<file path="config.mk">
export PLATFORM = sky130hd
export DESIGN_NAME = stream_block_deinterleaver
export DESIGN_NICKNAME = d
export VERILOG_FILES = /design/src/rtl/deinterleave_pkg.sv /design/src/rtl/dinter_bank.sv /design/src/rtl/stream_block_deinterleaver.sv
export SDC_FILE = /design/constraint.sdc
export NUM_CORES = 1
export LEC_CHECK = 0
export ABC_AREA = 0
export BUFFER_PORTS_ARGS = -buffer_cell sky130_fd_sc_hd__buf_2
export CORE_MARGIN = 2
export CORE_UTILIZATION = 40
export CTS_CLUSTER_SIZE = 20
export DETAILED_ROUTE_END_ITERATION = 10
export PLACE_DENSITY_LB_ADDON = 0.2
export SLEW_MARGIN = 10
export SYNTH_ARGS = -nofsm -noshare
export SYNTH_HDL_FRONTEND = slang
export SYNTH_SLANG_ARGS = --single-unit
</file>
<file path="constraint.sdc">
create_clock -name clk -period 3.5 [get_ports clk]
set_input_delay 0.525 -clock clk [delete_from_list [all_inputs] [get_ports clk]]
set_output_delay 0.525 -clock clk [all_outputs]
set_load 0.02 [all_outputs]
</file>
<file path="src/rtl/deinterleave_pkg.sv">
// Shared constants and helpers for the streaming block deinterleaver.
// Default geometry matches the existing 4-codeword x 15-bit frame format.
package deinterleave_pkg;

  localparam int DEF_ROWS = 4;
  localparam int DEF_COLS = 15;
  localparam int ROW_W    = $clog2(DEF_ROWS);
  localparam int COL_W    = $clog2(DEF_COLS);

  typedef enum logic {
    BANK0 = 1'b0,
    BANK1 = 1'b1
  } bank_e;

  // Position of block element (r, c) in a frame flattened row-major.
  function automatic int frame_bit_idx(input int r, input int c, input int cols);
    return r * cols + c;
  endfunction

endpackage

</file>
<file path="src/rtl/dinter_bank.sv">
// One frame buffer: ROWS x COLS bit array, written a column at a time and
// read a row at a time.
module dinter_bank
  import deinterleave_pkg::*;
#(
  parameter int ROWS = DEF_ROWS,
  parameter int COLS = DEF_COLS,
  localparam int RW  = $clog2(ROWS),
  localparam int CW  = $clog2(COLS)
) (
  input  logic            clk,
  input  logic            rst_n,
  input  logic            we,
  input  logic [CW-1:0]   col,
  input  logic [ROWS-1:0] wdata,
  input  logic [RW-1:0]   row,
  output logic [COLS-1:0] rdata
);

  logic [COLS-1:0] mem_q [ROWS];

  // NOTE: the array is reset so out_data is defined (zero) from reset onward;
  // this is a small register array, not a RAM macro, so the reset is cheap.
  always_ff @(posedge clk or negedge rst_n) begin
    if (!rst_n) begin
      for (int r = 0; r < ROWS; r++) mem_q[r] <= '0;
    end else if (we) begin
      // NOTE: non-blocking assignments keep every flop sampling pre-edge values.
      for (int r = 0; r < ROWS; r++) mem_q[r][col] <= wdata[r];
    end
  end

  assign rdata = mem_q[row];

endmodule

</file>
<file path="src/rtl/stream_block_deinterleaver.sv">
// Ping-pong block deinterleaver: one ROWS-bit column in per beat, one
// COLS-bit row (codeword) out per beat; one bank fills while the other drains.
module stream_block_deinterleaver
  import deinterleave_pkg::*;
#(
  parameter int ROWS = DEF_ROWS,
  parameter int COLS = DEF_COLS,
  localparam int RW  = $clog2(ROWS),
  localparam int CW  = $clog2(COLS)
) (
  input  logic            clk,
  input  logic            rst_n,
  input  logic [ROWS-1:0] in_data,
  input  logic            in_valid,
  input  logic            in_sof,
  output logic            in_ready,
  output logic [COLS-1:0] out_data,
  output logic            out_valid,
  input  logic            out_ready,
  output logic [RW-1:0]   out_row,
  output logic            out_last,
  output logic            sync_err
);

  logic [1:0]    full_q, full_d;
  bank_e         wb_q, wb_d, rb_q, rb_d;
  logic [CW-1:0] wcol_q, wcol_d;
  logic [RW-1:0] rrow_q, rrow_d;
  logic          sync_err_q, sync_err_d;

  logic          wr_fire, rd_fire, resync, wr_last, rd_last;
  logic [CW-1:0] wr_col;
  logic [1:0]    bank_we;
  logic [COLS-1:0] bank_rdata [2];

  assign in_ready = !full_q[wb_q];
  assign wr_fire  = in_valid && in_ready;
  // An in_sof beat mid-frame restarts the frame with itself as column 0.
  assign resync   = wr_fire && in_sof && (wcol_q != '0);
  assign wr_col   = resync ? '0 : wcol_q;
  assign wr_last  = wr_fire && !resync && (wcol_q == CW'(COLS - 1));

  assign rd_fire  = full_q[rb_q] && out_ready;
  assign rd_last  = rd_fire && (rrow_q == RW'(ROWS - 1));

  always_comb begin
    // NOTE: every next-state signal gets its hold value first so no path
    // through this block can infer a latch.
    full_d     = full_q;
    wb_d       = wb_q;
    wcol_d     = wcol_q;
    rb_d       = rb_q;
    rrow_d     = rrow_q;
    sync_err_d = resync;

    if (wr_fire) begin
      if (resync) begin
        wcol_d = CW'(1);
      end else if (wr_last) begin
        full_d[wb_q] = 1'b1;
        wb_d         = (wb_q == BANK0) ? BANK1 : BANK0;
        wcol_d       = '0;
      end else begin
        wcol_d = wcol_q + CW'(1);
      end
    end

    // Write completion and read completion always target different banks.
    if (rd_fire) begin
      if (rd_last) begin
        full_d[rb_q] = 1'b0;
        rb_d         = (rb_q == BANK0) ? BANK1 : BANK0;
        rrow_d       = '0;
      end else begin
        rrow_d = rrow_q + RW'(1);
      end
    end
  end

  always_ff @(posedge clk or negedge rst_n) begin
    if (!rst_n) begin
      full_q     <= '0;
      wb_q       <= BANK0;
      wcol_q     <= '0;
      rb_q       <= BANK0;
      rrow_q     <= '0;
      sync_err_q <= 1'b0;
    end else begin
      full_q     <= full_d;
      wb_q       <= wb_d;
      wcol_q     <= wcol_d;
      rb_q       <= rb_d;
      rrow_q     <= rrow_d;
      sync_err_q <= sync_err_d;
    end
  end

  assign bank_we[0] = wr_fire && (wb_q == BANK0);
  assign bank_we[1] = wr_fire && (wb_q == BANK1);

  for (genvar b = 0; b < 2; b++) begin : g_bank
    dinter_bank #(
      .ROWS (ROWS),
      .COLS (COLS)
    ) u_bank (
      .clk   (clk),
      .rst_n (rst_n),
      .we    (bank_we[b]),
      .col   (wr_col),
      .wdata (in_data),
      .row   (rrow_q),
      .rdata (bank_rdata[b])
    );
  end

  assign out_valid = full_q[rb_q];
  assign out_data  = bank_rdata[rb_q];
  assign out_row   = rrow_q;
  assign out_last  = out_valid && (rrow_q == RW'(ROWS - 1));
  assign sync_err  = sync_err_q;

endmodule

</file>
* Yosys cells after proc, flatten, opt, wreduce, memory -nomap -nowiden
Cells that the tools add are included.
** Storage, ports and cells
- Register bits after elaboration :: 131
- Word-level logic and storage cells :: 89
** Operators by class
- Eq/ne operators :: 2
- Add/subtract/negate cells :: 2
- Order comparisons :: 8
- Multiplexer cells :: 38
- Reductions and logical operators :: 18
- Bitwise logic cells :: 7
** Operators with widths (count)
- $bwmux W15 :: 8
- $mux W15 :: 7
- $bmux W15 S2 :: 2
- $logic_and A1 B1 Y1 :: 13
- $mux W2 :: 6
- $mux W4 :: 3
- $mux W1 :: 9
- $lt A4 B5 Y1 const B :: 1
- $add A4 B1 Y4 const B :: 1
- $demux W1 S4 :: 1
- $eq A4 B4 Y1 const B :: 1
- $ge A4 B1 Y1 const B :: 1
- $lt A1 B2 Y1 const B :: 2
- $reduce_bool A4 Y1 :: 1
- $ge A3 B3 Y1 const B :: 1
- $not A2 Y3 :: 1
- $reduce_and A3 Y1 :: 1
- $add A2 B1 Y2 const B :: 1
- $and A2 B2 Y2 :: 1
- $demux W1 S1 :: 2
- $eq A2 B2 Y1 const B :: 1
- $ge A1 B1 Y1 const B :: 2
- $ge A2 B2 Y1 const B :: 1
- $logic_not A1 Y1 :: 2
- other kinds (5) :: 6

* Longest topological paths before layout
- Depth in word-level cells :: 15
- Gate-level depth with buffers :: 9
- Mapped depth without buffers :: 7

* Modules after synthesis
A second synthesis with hierarchy kept.
** Unflattened totals
- Cell total of the unflattened synthesis :: 417
- Area total of the unflattened synthesis :: 6216.0 um^2
** Modules (own cells, without submodules)
- dinter_bank :: sequential area each 1501.4 um^2, times used 2, cells each 165, area an instance 2672.6 um^2
- stream_block_deinterleaver :: sequential area each 275.3 um^2, times used 1, cells each 87, area an instance 870.8 um^2

* Least setup slack after synthesis
No wires, ideal clock.
- Path type :: reg2out
- From :: register rrow_q[0] (netlist: out_row[0])
- To :: output port out_data[11]
- Slack :: 912 ps
- Data arrival time :: 2063 ps
- Path buffers :: 2
- Stages on the path, launching flop included :: 5
- Data required time :: 2975 ps
- Path through :: dfrtp_1 clkbuf_1 buf_1 mux4_2 mux2_2
** Between the ends
- Cells in the longest elaborated chain, start to end :: 7
- Elaborated cells between the ends (all ways) :: 10
- Those cells by class :: mux (9); bitwise (1)
** Ends and longest elaborated chain
- from (decl) :: line stream_block_deinterleaver.sv:28 : logic [RW-1:0] rrow_q, rrow_d;
- from (signal assigned) :: line stream_block_deinterleaver.sv:93 : rrow_q <= rrow_d;
- $not A2 Y3 (implied by the code) * :: line dinter_bank.sv:33 : assign rdata = mem_q[row];
- $bmux W15 S2 :: line dinter_bank.sv:33
- $mux W15 (implied by the code) (2 in series) :: line dinter_bank.sv:33
- $mux W15 (implied by the code) * (3 in series) :: line stream_block_deinterleaver.sv:117 : assign out_data = bank_rdata[rb_q];
- to (decl) :: line stream_block_deinterleaver.sv:17 : output logic [COLS-1:0] out_data,
Mark *: on every way between the ends. The rest lies on a longest branch, timed or not. The select of a mux whose other input is x is not followed.

* Worst setup path in the final report
- From :: register wcol_q[0]
- To :: register g_bank[0].u_bank.mem_q[3] (netlist name)
** Between the ends
- Cells in the longest elaborated chain, start to end :: 8
- Elaborated cells between the ends (all ways) :: 9
- Those cells by class :: order compare (2); mux (4); reduce/logical (3)
** Ends and longest elaborated chain
- from (decl) :: line stream_block_deinterleaver.sv:27 : logic [CW-1:0] wcol_q, wcol_d;
- from (signal assigned) :: line stream_block_deinterleaver.sv:91 : wcol_q <= wcol_d;
- $reduce_bool A4 Y1 :: line stream_block_deinterleaver.sv:39 : assign resync = wr_fire && in_sof && (wcol_q != '0);
- $logic_and A1 B1 Y1 :: line stream_block_deinterleaver.sv:39
- $mux W4 * :: line stream_block_deinterleaver.sv:40 : assign wr_col = resync ? '0 : wcol_q;
- $lt A4 B5 Y1 (implied by the code) / $ge A4 B1 Y1 (equally long branches) :: line dinter_bank.sv:29 : for (int r = 0; r < ROWS; r++) mem_q[r][col] <= wdata[r];
- $logic_and A1 B1 Y1 (implied by the code) :: line dinter_bank.sv:29
- $mux W1 (implied by the code) :: line dinter_bank.sv:29
- $demux W1 S4 *
- $bwmux W15 * :: line dinter_bank.sv:29
- to (decl) :: line dinter_bank.sv:20 : logic [COLS-1:0] mem_q [ROWS];
Mark *: on every way between the ends. The rest lies on a longest branch, timed or not.
A chain may end at the register's enable or synchronous reset.

==> metrics.txt <==
CP Capture Type=flip-flop; leading cell type in the layout, fill and taps excluded=dfrtp_1; Final Max Tran Viols=0; GRT met1 Usage=24.0%; Post-synth EDFFs=0; hold crit path type=input pin to async pin; Max Cap Violations=0; GRT overflow=0; DRT Pass-1 Iters=4; drt wl/cell=20.3 um; slowest stage cell on the critical path=nor4_1; via density per instance=5.39; worst-margin pin slew=1.17 ns; final wirelength=13700 um; worst skew pair latency=0.41 ns; Gates resized, CTS repair=0; DRC marker count from the first detailed-route iteration=110; Setup crit start kind=flip-flop; area grow syn2layout=14.2%; CP Class=flip-flop to flip-flop; Tmin final=roughly 2.8 ns; Die W=between 100 and 150 um; CTS tree=built; R2R Path End=g_bank[0].u_bank.mem_q[3]$_DFFE_PN0P_; gpl congestion=0.862; # IOs=30; Mapped Cells=423; Die Footprint=approximately 17000 um2; final setup fails=0; worst-case clock buffer depth=2; syn avg cell area=around 15 um2; ratio of cells with drive above 1 in the final layout=53.6%; die height=130 um; routing usage on met3=~4.6%; layer with the highest usage=met2; reg-to-reg slack, setup=0.67 ns; Storage cell area=3280 um2; largest net degree at the start of global routing=54; Setup Buffers After CTS=0; CP Buf/Inv Count=1; Pwr Density=705 nW/um2; core area=15700 um2; CP top delay family=simple AND/OR/NAND/NOR gates; area of the multi-input gates=2910 um2; post-synth cell types=43; unrepaired setup endpoints after global routing=no; initial antenna violation count=0; final core occ=46.2%; Yosys warnings=0; DRC=0; IO buf count=29; Synth Cell Area=about 6400 um2; vias after detailed routing=3640; status=completed; Main synth FF type=dfrtp_1; worst vdd ir=338 uV; clk slew on worst S/H paths=0.05 ns; final hold violations=0; hold_buf cts=0; first-pass GRT wire length=22400 um; CTS sink cnt=131; Yosys reg bits=131; initial core utilization=40.5%; Rows=46; Nets=460; Filler Cells Inserted=1385; Tot GR Track Use=17.9%; Worst Path Max Fanout=14; CP arrival=3.12 ns; Synth async-reset ratio=100%; post-synthesis sequential area ratio=51.5%; post-DP HPWL=8380 um; Worst slew margin=21.5%; slowest stage delay, CP=0.82 ns; vias in the first global route=3998; Num CTS Buffers=17; htree depth=4; Leakage=3.31 nW; Tcrit/Tclk final=80.9%; setup TNS=0 ns; GR Layer Usage met2=28.2%; # diodes=0; worst path cell trace=inv_1 -> ha_1 -> nor3b_1 -> o21ai_1 -> nor4_1 -> mux2_2; reg2reg start=wcol_q[0]$_DFFE_PN0N_; Peak Freq=0.353 GHz; Root Driver=clkbuf_16; Worst R2R Path Depth=6; Crit path required time=3.79 ns; most frequent cells in the layout=130 x dfrtp_1, 129 x mux2_2, 30 x mux4_2; Synth Net Count=436; Routed Antenna Nets=0; clock skew=0.00897 ns
registers in the layout, indices dropped and copies added, names as in the netlist:
name                 cells
full_q                   2
g_bank.u_bank.mem_q    120
out_row                  2
rb_q                     1
sync_err                 1
wb_q                     1
wcol_q                   4
synth_stat cells, types with 2 or more instances:
library cell,number,area (um2)
mux4_2,30,676
buf_6,3,33.8
nor3_1,10,50.1
nor4_2,2,25.0
a21o_1,2,15.0
nor2_1,6,22.5
nand3_1,2,10.0
nor4_4,5,106
nor4b_4,2,47.6
nand2b_1,2,12.5
and2_1,2,12.5
inv_1,6,22.5
buf_2,4,20.0
mux2_4,8,120
a21oi_1,4,20.0
clkbuf_1,22,82.6
or4_4,2,22.5
nor4_1,4,25.0
mux2_2,129,1450
o21ai_0,4,20.0
ha_1,4,50.1
nand2_1,14,52.6
nand4_1,4,25.0
buf_1,2,7.51
dfrtp_1,131,3280
nor3b_1,2,15.0
logic make-up after synthesis:
family,synth area share [%]
adders and majority gates,0.787
DFF,51.5
xor gates and xnor gates,0.138
and+or+nand+nor,7.47
muxes,35.5
AOI/OAI and AO/OA,1.81
buffers and inverters,2.79
worst reg2reg max path, cell delays in order (launching register included):
cell	delay, ns
dfrtp_1	0.48
inv_1	0.18
ha_1	0.17
nor3b_1	0.24
o21ai_1	0.40
nor4_1	0.82
mux2_2	0.41
stage by stage:
step / instances / area (um2) / hold WS (ns) / power (W) / worst slack, ns
floorplan: 423 / 6360 / 0.229 / 0.00312 / 0.912
global placement: 644 / 6720 / 0.483 / 0.00347 / 0.798
detailed placement: 644 / 6720 / 0.491 / 0.00352 / 0.721
CTS: 675 / 7270 / 0.169 / 0.00519 / 0.689
global route: 675 / 7270 / 0.193 / 0.00543 / 0.429
finish: 675 / 7270 / 0.158 / 0.00512 / 0.667
routing by layer:
metal  up-vias  routed length [um]
li1       1631                   -
met1      1930                6480
met2        66                6610
met3        13                 425
met4         0                 167
met5         -                   0
power by group:
part	internal [W]	switching [W]
logic	0.000706	0.000762
registers	0.00181	0.000199
clock network	0.00104	0.000603
cell type report:
cell class / instances / area share [%]
Clock inverter: 5 / 0.689
Clock buffer: 26 / 6.87
Timing Repair Buffer: 37 / 3.20
Multi-Input combinational cell: 253 / 40.0
Inverter: 7 / 0.362
Tap cell: 216 / 3.72
Sequential cell: 131 / 45.1
worst max path at each step:
| stage | start | slack, ns | endpoint | cells after the start |
|---|---|---|---|---|
| global placement | wcol_q[0]$_DFFE_PN0N_ | 0.80 | g_bank[0].u_bank.mem_q[16]$_DFFE_PN0P_ | 6 |
| global route | wcol_q[0]$_DFFE_PN0N_ | 0.43 | g_bank[0].u_bank.mem_q[3]$_DFFE_PN0P_ | 6 |
| CTS | wcol_q[0]$_DFFE_PN0N_ | 0.69 | g_bank[0].u_bank.mem_q[3]$_DFFE_PN0P_ | 6 |
| finish | wcol_q[0]$_DFFE_PN0N_ | 0.67 | g_bank[0].u_bank.mem_q[3]$_DFFE_PN0P_ | 6 |
| floorplan | out_row[0]$_DFFE_PN0P_ | 0.91 | out_data[11] | 4 |
| detailed placement | wcol_q[0]$_DFFE_PN0N_ | 0.72 | g_bank[0].u_bank.mem_q[3]$_DFFE_PN0P_ | 6 |
Power figures use the tool's default switching activity.
